## src/rtl/fmamult_pipe.sv

```systemverilog
// Two-stage valid/ready floating-point multiplier feeding the FMA adder.
// S1 forms sign, significand product, exponent sum and operand class; S2 rounds and packs.
module fmamult_pipe #(
  parameter int EW = 5,
  parameter int MW = 10
) (
  input  logic              clk,
  input  logic              reset_n,
  input  logic              in_valid,
  output logic              in_ready,
  input  logic [EW+MW:0]    x,
  input  logic [EW+MW:0]    y,
  input  logic [1:0]        roundmode,
  output logic              out_valid,
  input  logic              out_ready,
  output logic [EW+MW:0]    product,
  output logic [2*MW+1:0]   fullPm,
  output logic [3:0]        flags
);
  localparam int W  = 1 + EW + MW;
  localparam int PW = 2 * MW + 2;
  localparam int XW = EW + 2;

  localparam logic [XW-1:0] BIAS_V = {3'b000, {(EW-1){1'b1}}};
  localparam logic [XW-1:0] EMAX_V = {2'b00, {EW{1'b1}}};
  localparam logic [XW-1:0] ZERO_X = {XW{1'b0}};
  localparam logic [XW-1:0] ONE_X  = {{(XW-1){1'b0}}, 1'b1};
  localparam logic [W-1:0]  QNAN   = {1'b0, {EW{1'b1}}, 1'b1, {(MW-1){1'b0}}};

  localparam logic [1:0] RM_RZ  = 2'b00;
  localparam logic [1:0] RM_RNE = 2'b01;
  localparam logic [1:0] RM_RN  = 2'b10;
  localparam logic [1:0] RM_RP  = 2'b11;

  typedef enum logic [1:0] {
    CLS_NUM  = 2'd0,
    CLS_ZERO = 2'd1,
    CLS_INF  = 2'd2,
    CLS_NAN  = 2'd3
  } cls_t;

  function automatic logic round_inc(input logic [1:0] rm, input logic sgn,
                                     input logic lsb, input logic grd, input logic stk);
    logic inc;
    case (rm)
      RM_RNE:  inc = grd & (lsb | stk);
      RM_RP:   inc = ~sgn & (grd | stk);
      RM_RN:   inc = sgn & (grd | stk);
      RM_RZ:   inc = 1'b0;
      default: inc = 1'b0;
    endcase
    return inc;
  endfunction

  // Overflow saturates to infinity or to the largest finite value depending on direction.
  function automatic logic [W-1:0] ovf_result(input logic [1:0] rm, input logic sgn);
    logic to_inf;
    case (rm)
      RM_RNE:  to_inf = 1'b1;
      RM_RP:   to_inf = ~sgn;
      RM_RN:   to_inf = sgn;
      RM_RZ:   to_inf = 1'b0;
      default: to_inf = 1'b0;
    endcase
    return to_inf ? {sgn, {EW{1'b1}}, {MW{1'b0}}}
                  : {sgn, {(EW-1){1'b1}}, 1'b0, {MW{1'b1}}};
  endfunction

  logic             s1_valid_r, s2_valid_r;
  logic             adv1_s, adv2_s;
  logic             s1_sign_r;
  logic [PW-1:0]    s1_p_r;
  logic [XW-1:0]    s1_esum_r;
  cls_t             s1_cls_r;
  logic             s1_nv_r;
  logic [1:0]       s1_rm_r;

  logic [EW-1:0]    ex_s, ey_s;
  logic [MW-1:0]    mx_s, my_s;
  logic             x_zero_s, y_zero_s, x_max_s, y_max_s;
  logic             x_nan_s, y_nan_s, x_snan_s, y_snan_s, x_inf_s, y_inf_s, inv_s;
  cls_t             cls_s;
  logic             nv_s;
  logic [PW-1:0]    prod_s;
  logic [XW-1:0]    esum_s;

  logic [PW-2:0]    norm_s;
  logic [XW-1:0]    e_norm_s, e_fin_s;
  logic [MW-1:0]    mant_s;
  logic             grd_s, stk_s, inc_s;
  logic [MW:0]      mant_inc_s;
  logic [W-1:0]     res_s;
  logic [3:0]       flg_s;

  assign adv2_s    = ~s2_valid_r | out_ready;
  assign adv1_s    = ~s1_valid_r | adv2_s;
  assign in_ready  = adv1_s;
  assign out_valid = s2_valid_r;

  assign ex_s = x[W-2:MW];
  assign ey_s = y[W-2:MW];
  assign mx_s = x[MW-1:0];
  assign my_s = y[MW-1:0];

  assign x_zero_s = (ex_s == {EW{1'b0}});
  assign y_zero_s = (ey_s == {EW{1'b0}});
  assign x_max_s  = (ex_s == {EW{1'b1}});
  assign y_max_s  = (ey_s == {EW{1'b1}});
  assign x_nan_s  = x_max_s & (|mx_s);
  assign y_nan_s  = y_max_s & (|my_s);
  assign x_snan_s = x_nan_s & ~mx_s[MW-1];
  assign y_snan_s = y_nan_s & ~my_s[MW-1];
  assign x_inf_s  = x_max_s & ~(|mx_s);
  assign y_inf_s  = y_max_s & ~(|my_s);
  assign inv_s    = (x_inf_s & y_zero_s) | (y_inf_s & x_zero_s);

  // Stage-1 combinational: classify operands, form significand product and exponent sum.
  always_comb begin
    cls_s  = CLS_NUM;
    nv_s   = 1'b0;
    prod_s = {PW{1'b0}};
    esum_s = {2'b00, ex_s} + {2'b00, ey_s} - BIAS_V;
    if (x_nan_s | y_nan_s | inv_s) begin
      cls_s = CLS_NAN;
    end else if (x_inf_s | y_inf_s) begin
      cls_s = CLS_INF;
    end else if (x_zero_s | y_zero_s) begin
      cls_s = CLS_ZERO;
    end else begin
      cls_s = CLS_NUM;
    end
    nv_s = x_snan_s | y_snan_s | inv_s;
    if (cls_s == CLS_NUM) begin
      prod_s = {{(MW+1){1'b0}}, 1'b1, mx_s} * {{(MW+1){1'b0}}, 1'b1, my_s};
    end else begin
      prod_s = {PW{1'b0}};
    end
  end

  // Stage-1 register: loads whenever it can advance; a bubble is loaded when nothing is offered.
  always_ff @(posedge clk or negedge reset_n) begin
    if (!reset_n) begin
      s1_valid_r <= 1'b0;
      s1_sign_r  <= 1'b0;
      s1_p_r     <= {PW{1'b0}};
      s1_esum_r  <= {XW{1'b0}};
      s1_cls_r   <= CLS_ZERO;
      s1_nv_r    <= 1'b0;
      s1_rm_r    <= 2'b00;
    end else if (adv1_s) begin
      s1_valid_r <= in_valid;
      if (in_valid) begin
        s1_sign_r <= x[W-1] ^ y[W-1];
        s1_p_r    <= prod_s;
        s1_esum_r <= esum_s;
        s1_cls_r  <= cls_s;
        s1_nv_r   <= nv_s;
        s1_rm_r   <= roundmode;
      end
    end
  end

  // Stage-2 combinational: normalise, round, detect range violations and pack.
  always_comb begin
    norm_s     = {(PW-1){1'b0}};
    e_norm_s   = s1_esum_r;
    res_s      = {W{1'b0}};
    flg_s      = 4'b0000;
    if (s1_p_r[PW-1]) begin
      norm_s   = s1_p_r[PW-2:0];
      e_norm_s = s1_esum_r + ONE_X;
    end else begin
      norm_s   = {s1_p_r[PW-3:0], 1'b0};
      e_norm_s = s1_esum_r;
    end
    mant_s     = norm_s[PW-2 -: MW];
    grd_s      = norm_s[PW-2-MW];
    stk_s      = |norm_s[PW-3-MW:0];
    inc_s      = round_inc(s1_rm_r, s1_sign_r, mant_s[0], grd_s, stk_s);
    mant_inc_s = {1'b0, mant_s} + {{MW{1'b0}}, inc_s};
    // A carry out of the mantissa leaves its field all-zero and bumps the exponent.
    e_fin_s    = e_norm_s + {{(XW-1){1'b0}}, mant_inc_s[MW]};
    case (s1_cls_r)
      CLS_NAN: begin
        res_s = QNAN;
        flg_s = {s1_nv_r, 3'b000};
      end
      CLS_INF: begin
        res_s = {s1_sign_r, {EW{1'b1}}, {MW{1'b0}}};
        flg_s = 4'b0000;
      end
      CLS_ZERO: begin
        res_s = {s1_sign_r, {(W-1){1'b0}}};
        flg_s = 4'b0000;
      end
      CLS_NUM: begin
        if ($signed(e_fin_s) >= $signed(EMAX_V)) begin
          res_s = ovf_result(s1_rm_r, s1_sign_r);
          flg_s = 4'b0101;
        end else if ($signed(e_fin_s) <= $signed(ZERO_X)) begin
          res_s = {s1_sign_r, {(W-1){1'b0}}};
          flg_s = 4'b0011;
        end else begin
          res_s = {s1_sign_r, e_fin_s[EW-1:0], mant_inc_s[MW-1:0]};
          flg_s = {3'b000, grd_s | stk_s};
        end
      end
      default: begin
        res_s = QNAN;
        flg_s = 4'b0000;
      end
    endcase
  end

  // Stage-2 register: drives the outputs, holds them while downstream stalls.
  always_ff @(posedge clk or negedge reset_n) begin
    if (!reset_n) begin
      s2_valid_r <= 1'b0;
      product    <= {W{1'b0}};
      fullPm     <= {PW{1'b0}};
      flags      <= 4'b0000;
    end else if (adv2_s) begin
      s2_valid_r <= s1_valid_r;
      if (s1_valid_r) begin
        product <= res_s;
        fullPm  <= s1_p_r;
        flags   <= flg_s;
      end
    end
  end

endmodule

```

## config.mk

```make
export PLATFORM = sky130hd
export DESIGN_NAME = fmamult_pipe
export DESIGN_NICKNAME = d
export VERILOG_FILES = /design/src/rtl/fmamult_pipe.sv
export SDC_FILE = /design/constraint.sdc
export NUM_CORES = 1
export LEC_CHECK = 0
export BUFFER_PORTS_ARGS = -buffer_cell sky130_fd_sc_hd__buf_2
export CAP_MARGIN = 5
export CORE_MARGIN = 3
export CORE_UTILIZATION = 50
export CTS_CLUSTER_SIZE = 28
export DETAILED_ROUTE_END_ITERATION = 8
export PLACE_DENSITY = 0.69
export SYNTH_ARGS = -nofsm -noshare
export SYNTH_HDL_FRONTEND = slang
export SYNTH_SLANG_ARGS = --single-unit
```

## constraint.sdc

```tcl
create_clock -name clk -period 13 [get_ports clk]
set_clock_uncertainty 0.05 [all_clocks]
set_input_delay 0 -clock clk [delete_from_list [all_inputs] [get_ports clk]]
set_output_delay 0 -clock clk [all_outputs]
set_load 0.02 [all_outputs]
```

==> qor.txt, run 1 <==
Mapped Nets: 1,112
Unique masters post-synth: 60
post-CTS setup buffers: 0
RSZ-0062 raised after global routing: false
critical path launch point type: register
Max Cap Viol: 0
htree depth: 3
status: finished clean
n_diodes: 0
crit-path max FO: 10
cell count of the worst hold path: 4
Yosys warning count: 0
mean post-synth cell area: 8.84 sq um
clock buffer depth: 2
nets: 1,168
Final Hold Viols: 0
Final Power: 1860 uW
Sink Count: 79
synthesis-stage register bit count: 79
placer congestion estimate: 0.874
wire per inst: 14.7 um
Boundary Pins: 82
data arrival time of the worst path: 4.99 ns
worst-margin pin slew: 0.973 ns
vias in the first global route: 6,084
synth-to-layout area growth: 11.4%
I/O Buffers: 81
initial antenna violation count: 0
Final Setup Violations: 0
core area: 15,500 sq um
DRT Pass-1 Iters: 5
routed vias: 6,299
largest net degree at the start of global routing: 80
DRT iter0 DRCs: 416
Power Density: 205 nW/um^2
peak supply drop: 104 uV
period utilisation layout: 36.8%
Starting Density: 52.3%
CTS tree: yes
first-pass GRT wire length: 30,400 um
LEAKAGE: 0.00456 uW
Seq/Total Area, Yosys: 24.3%
vias per std cell: 5.28
FMAX: 209 MHz
GRT Overall Usage: 20.6%
data required time at the worst endpoint: 13.21 ns
Root Buffer: clkbuf_16
# rows: 45
Slew Viols, Final: 0
FF-to-FF path depth: 20
setup slack after layout: 8.22 ns
fraction of final layout cells sized beyond drive strength 1: 11.8%
Hold/Removal Path Class: primary input to register
Final Core Density: 58.3%
Top FF cell, synth: dfrtp_1
ys async rst share: 100%
Die Wd: 134 um
Post-CTS Resized: 0
Hold Path Origin: y[10]
slew margin rel.: 35.1%
CP Class: register to register
gr ovfl total: 0
flop-to-flop setup slack: 8.22 ns
smallest hold slack: 0.00876 ns
R2R Path Start: s1_p_r[21]$_DFFE_PN0P_
Routed Wire Length: 17,600 um
Post-synth EDFFs: 0
min Tclk post-route: 4.78 ns
Num CTS Buffers: 9
Worst Setup End Kind: register
die area: 17,800 sq um
hpwl dp: 14,100 um
DRC viols: 0
Skew-Pair Late Insertion Delay: 0.33 ns
Synth Instances: 920
fillers: 1,414
setup_tns: 0 ns
Post-Place Setup Slack: 8.00 ns
reg2reg end: product[5]$_DFFE_PN0P_
mapped cell area: 8130 sq um
Hold EP: s1_esum_r[0]$_DFFE_PN0P_
CTS clk-pin slew, worst paths: 0.06 ns
post-route ant nets: 0
Die Ht: 134 um
==> where the power goes <==
group	total, uW	internal [uW]	switching (uW)
Combinational	1160	489	671
Sequential	423	334	89.5
Clock	278	187	90.2
Total	1860	1010	850
==> cell type report <==
cell class	count	area (sq um)	area share (%)
tap	211	264	2.91
clock buffer	12	236	2.61
multi-input combinational	672	5510	60.8
clock inverter	4	95.1	1.05
timing repair buffer	93	520	5.74
sequential	79	1980	21.8
inverter	121	454	5.01
==> through the flow <==
step	instances	cell area, sq um
final	1192	9060
after global routing	1192	9060
after CTS	1192	9060
after detailed placement	1167	8640
after global placement	1167	8640
after floorplan	920	8130
==> Yosys cell counts (6+ instances only) <==
cell type  count  area, sq um
xnor2_1       19          166
nor4_1         7         43.8
nor2_1        27          101
mux2_2         8         90.1
a22o_1         6         52.6
dfrtp_1       78         1950
nand2b_1      10         62.6
a21oi_1       35          175
a21o_1         7         52.6
or4_1          7         52.6
nand3_1       12         60.1
ha_1          73          913
inv_1        121          454
fa_1          81         1620
and3_1         7         43.8
nand2_1      177          664
a221o_1        9         90.1
o21ai_0       46          230
a311oi_1       6         52.6
nor3_1         8         40.0
xor2_1        11         96.3
and2_1        43          269
clkbuf_1      42          158
a211oi_1      13         97.6
==> logic make-up after synthesis <==
kind of cell / synth area share, %
fa+ha+maj: 31.2
compound gates: 12.3
flops: 24.3
mux: 1.35
xor+xnor: 3.63
buf+inv: 7.94
simple gates: 19.3
==> cells in the final DEF (no fill, tap or decap), types with 4 or more instances in the layout <==
cell type,count
nand2_1,177
inv_1,121
fa_1,81
buf_2,80
dfrtp_1,78
ha_1,73
o21ai_0,46
and2_1,43
a21oi_1,35
nor2_1,27
xnor2_1,19
a211oi_1,13
nand3_1,12
xor2_1,11
nand2b_1,10
a221o_1,9
clkbuf_16,9
dlygate4sd3_1,9
mux2_2,8
nor3_1,8
and3_1,7
or4_1,7
a21o_1,7
nor4_1,6
a22o_1,6
a311oi_1,6
nand4_1,5
o41ai_1,4
buf_4,4
==> state kept, by name, summed over array words and instances (netlist names), 2 cells and up <==
signal and count:
flags 4, fullPm 22, product 16, s1_cls_r 2
s1_esum_r 7, s1_p_r 22, s1_rm_r 2
==> metal layers <==
metal / global-route usage [%] / up-vias / part of all wire (%)
met4: 5.54 / 0 / 1.4
met3: 1.93 / 19 / 4.2
met1: 31.0 / 2981 / 50
met5: 0 / - / 0
met2: 32.0 / 142 / 45
li1: - / 3157 / -
==> critical path: stages, from the launching register on <==
cell and delay [ns]:
dfrtp_1 0.50, a211oi_1 0.25, nand2_1 0.08, nor4_1 0.27, nor2b_1 0.31, nor3_1 0.08
ha_1 0.24, ha_1 0.26, nand3_1 0.10, a21oi_1 0.05, and2_1 0.19, nand3_1 0.12
a211oi_1 0.07, ha_1 0.27, and4b_1 0.24, a41o_1 0.25, o221ai_2 0.21, xor2_2 0.23
o31ai_2 0.16, nor4_4 0.53, a221o_1 0.24
==> worst max-delay path by stage <==
| stage | start | endpoint | depth (start not counted) |
|---|---|---|---|
| after floorplan | x[1] | s1_p_r[21]$_DFFE_PN0P_ | 19 |
| after global placement | y[9] | s1_p_r[21]$_DFFE_PN0P_ | 19 |
| after detailed placement | x[5] | s1_p_r[19]$_DFFE_PN0P_ | 20 |
| after CTS | s1_p_r[4]$_DFFE_PN0P_ | product[5]$_DFFE_PN0P_ | 20 |
| after global routing | s1_p_r[21]$_DFFE_PN0P_ | product[3]$_DFFE_PN0P_ | 20 |
| final | s1_p_r[21]$_DFFE_PN0P_ | product[5]$_DFFE_PN0P_ | 20 |
==> repair_timing <==
item                                    in CTS  in global routing
endpoints found under the setup margin       0                  0
hold endpoints to repair                    84                  0
hold buffers                                 9                  0
Power figures use the tool's default switching activity.
==> inputs of run 2 (changes only) <==
==> constraint.sdc (replaced) <==
create_clock -name clk -period 4.4 [get_ports clk]
set_clock_uncertainty 0.05 [all_clocks]
set_input_delay 0 -clock clk [delete_from_list [all_inputs] [get_ports clk]]
set_output_delay 0 -clock clk [all_outputs]
set_load 0.02 [all_outputs]
==> qor.txt, run 2 (same netlist as run 1, synthesis figures left out) <==
status: finished clean
Hold/Removal Path Class: primary input to register
fillers: 1,350 (-4.5%)
Max Cap Viol: 0 (unchanged)
data arrival time of the worst path: 4.54 ns (-0.45 ns)
htree depth: 3 (unchanged)
# rows: 45 (unchanged)
slew margin rel.: 33.5% (-1.6 points)
RSZ-0062 raised after global routing: true
most frequent cells in the layout: nand2_1 (174), inv_1 (116), buf_4 (98), fa_1 (81), dfrtp_1 (77)
CP Class: register to register
post-route ant nets: 0 (unchanged)
hpwl dp: 14,900 um (+5.7%)
gr ovfl total: 0 (unchanged)
Final Hold Viols: 0 (unchanged)
clock buffer depth: 2 (unchanged)
Die Ht: 134 um (unchanged)
Final Setup Violations: 0 (unchanged)
die area: 17,800 sq um (unchanged)
DRT Pass-1 Iters: 4 (-1)
Regs by FF count: fullPm x22, s1_p_r x22, product x16
Power Density: 643 nW/um^2 (+210%)
worst-margin pin slew: 0.995 ns (+0.0214 ns)
I/O Buffers: 81 (unchanged)
Die Wd: 134 um (unchanged)
Starting Density: 52.3% (unchanged)
wire per inst: 14.2 um (-3.5%)
Sink Count: 79 (unchanged)
critical path launch point type: register
Post-Layout Cell Count: 1,286 (+7.9%)
LEAKAGE: 0.00503 uW (+10%)
period utilisation layout: 98.2% (+61 points)
Num CTS Buffers: 9 (unchanged)
nets: 1,262 (+8.0%)
smallest hold slack: 0.0326 ns (+0.0239 ns)
DRC viols: 0 (unchanged)
placed cell count: 1,256 (+7.6%)
Boundary Pins: 82 (unchanged)
vias in the first global route: 6,628 (+8.9%)
fraction of final layout cells sized beyond drive strength 1: 24.2% (+12 points)
data required time at the worst endpoint: 4.62 ns (-8.59 ns)
initial antenna violation count: 0 (unchanged)
Multi-input gate area: 5780 sq um (+4.8%)
vias per std cell: 5.15 (-2.5%)
FMAX: 231 MHz (+11%)
Slew Viols, Final: 0 (unchanged)
DRT iter0 DRCs: 341 (-18%)
setup_tns: 0 ns (unchanged)
synth-to-layout area growth: 23.2%
first-pass GRT wire length: 31,500 um (+3.5%)
core area: 15,500 sq um (unchanged)
n_diodes: 0 (unchanged)
CTS clk-pin slew, worst paths: 0.06 ns (about the same)
Routed Wire Length: 18,300 um (+4.1%)
largest net degree at the start of global routing: 80 (unchanged)
GRT Overall Usage: 21.3% (+0.75 points)
CTS tree: yes
placer congestion estimate: 0.899 (+2.8%)
crit-path max FO: 10 (unchanged)
Skew-Pair Late Insertion Delay: 0.34 ns (about the same)
Post-Place Setup Slack: -0.304 ns (-8.31 ns)
peak supply drop: 410 uV (+290%)
Worst Setup End Kind: register
setup slack after layout: 0.0778 ns (-8.14 ns)
Root Buffer: clkbuf_16
Register Area: 1980 sq um (about the same)
routed vias: 6,625 (+5.2%)
min Tclk post-route: 4.32 ns (-0.458 ns)
commonest non-fill, non-tap cell in the layout: nand2_1
-- run 2: cell count changes in the layout (fill, tap and decap cells not counted), moves of 4 or more --
cell and delta:
a21oi_1 -4, o21ai_0 -7, buf_4 +94, inv_1 -5, clkbuf_4 +7, o21ai_1 +5
a21oi_2 +4, buf_2 -8, inv_2 +5, ha_1 -9, ha_4 +7
-- run 2: power breakdown --
group | leakage, uW | internal [uW] | switching [uW]
Clock | 0.000142 | 408 | 271
Combinational | 0.00390 | 2180 | 2340
Sequential | 0.000986 | 987 | 253
-- run 2: timing repair --
item                                    in CTS  in global routing
hold buffers                                 8                  0
buffers inserted                             0                  8
hold endpoints to repair                    83                  0
pin swaps                                    0                 40
resized for setup                            5                 55
endpoints found under the setup margin      13                 23
-- run 2: final cells by class --
cell class	count	share of cell area, %
Clock inverter	4	0.200
Multi-Input combinational cell	672	57.7
Inverter	121	4.54
Clock buffer	12	2.56
Timing Repair Buffer	187	12.6
Sequential cell	79	19.8
Tap cell	211	2.64
-- run 2: layer usage --
| metal | up-vias | GRT usage, % | share of wire [%] |
|---|---|---|---|
| li1 | 3341 | - | - |
| met1 | 3132 | 30.0 | 49 |
| met2 | 123 | 35.2 | 46 |
| met3 | 29 | 2.27 | 2.7 |
| met4 | 0 | 6.23 | 2.5 |
| met5 | - | 0 | 0 |
-- run 2: worst paths after layout --
kind / from / to / slack, ns / cells after the start
worst max-delay path: s1_p_r[4]$_DFFE_PN0P_ / product[3]$_DFFE_PN0P_ / 0.08 / 21
worst min-delay path: x[10] / s1_esum_r[0]$_DFFE_PN0P_ / 0.03 / 4
worst max register to register: s1_p_r[4]$_DFFE_PN0P_ / product[3]$_DFFE_PN0P_ / 0.08 / 21
worst min register to register: fullPm[13]$_DFFE_PN0P_ / fullPm[13]$_DFFE_PN0P_ / 0.42 / 2
max in group asynchronous: reset_n / s1_p_r[21]$_DFFE_PN0P_ / 3.29 / 2
min in group asynchronous: reset_n / out_valid$_DFFE_PN0P_ / 0.28 / 2
-- run 2: critical path: stages, from the launching register on --
cell and delay, ns:
dfrtp_1 0.39, nor4_2 0.28, nand2_1 0.13, nor4_4 0.28
nand2b_1 0.12, a21oi_2 0.16, nor3_2 0.05, ha_2 0.23
ha_4 0.17, nand3_2 0.07, a21oi_2 0.04, and2_4 0.18
nand3_4 0.08, a211oi_2 0.05, ha_2 0.20, and4b_1 0.22
a41o_1 0.26, o221ai_2 0.22, xor2_2 0.20, o31ai_2 0.15
nor4_4 0.49, a221o_1 0.23
-- run 2: metrics by stage --
step / util [%] / instance area (sq um) / total power, uW
floorplan: - / 8240 / 4050
global placement: 60.3 / 9380 / 5340
detailed placement: 60.3 / 9380 / 5400
CTS: 62.7 / 9750 / 6140
global route: 64.4 / 10000 / 7140
finish: 64.4 / 10000 / 6440
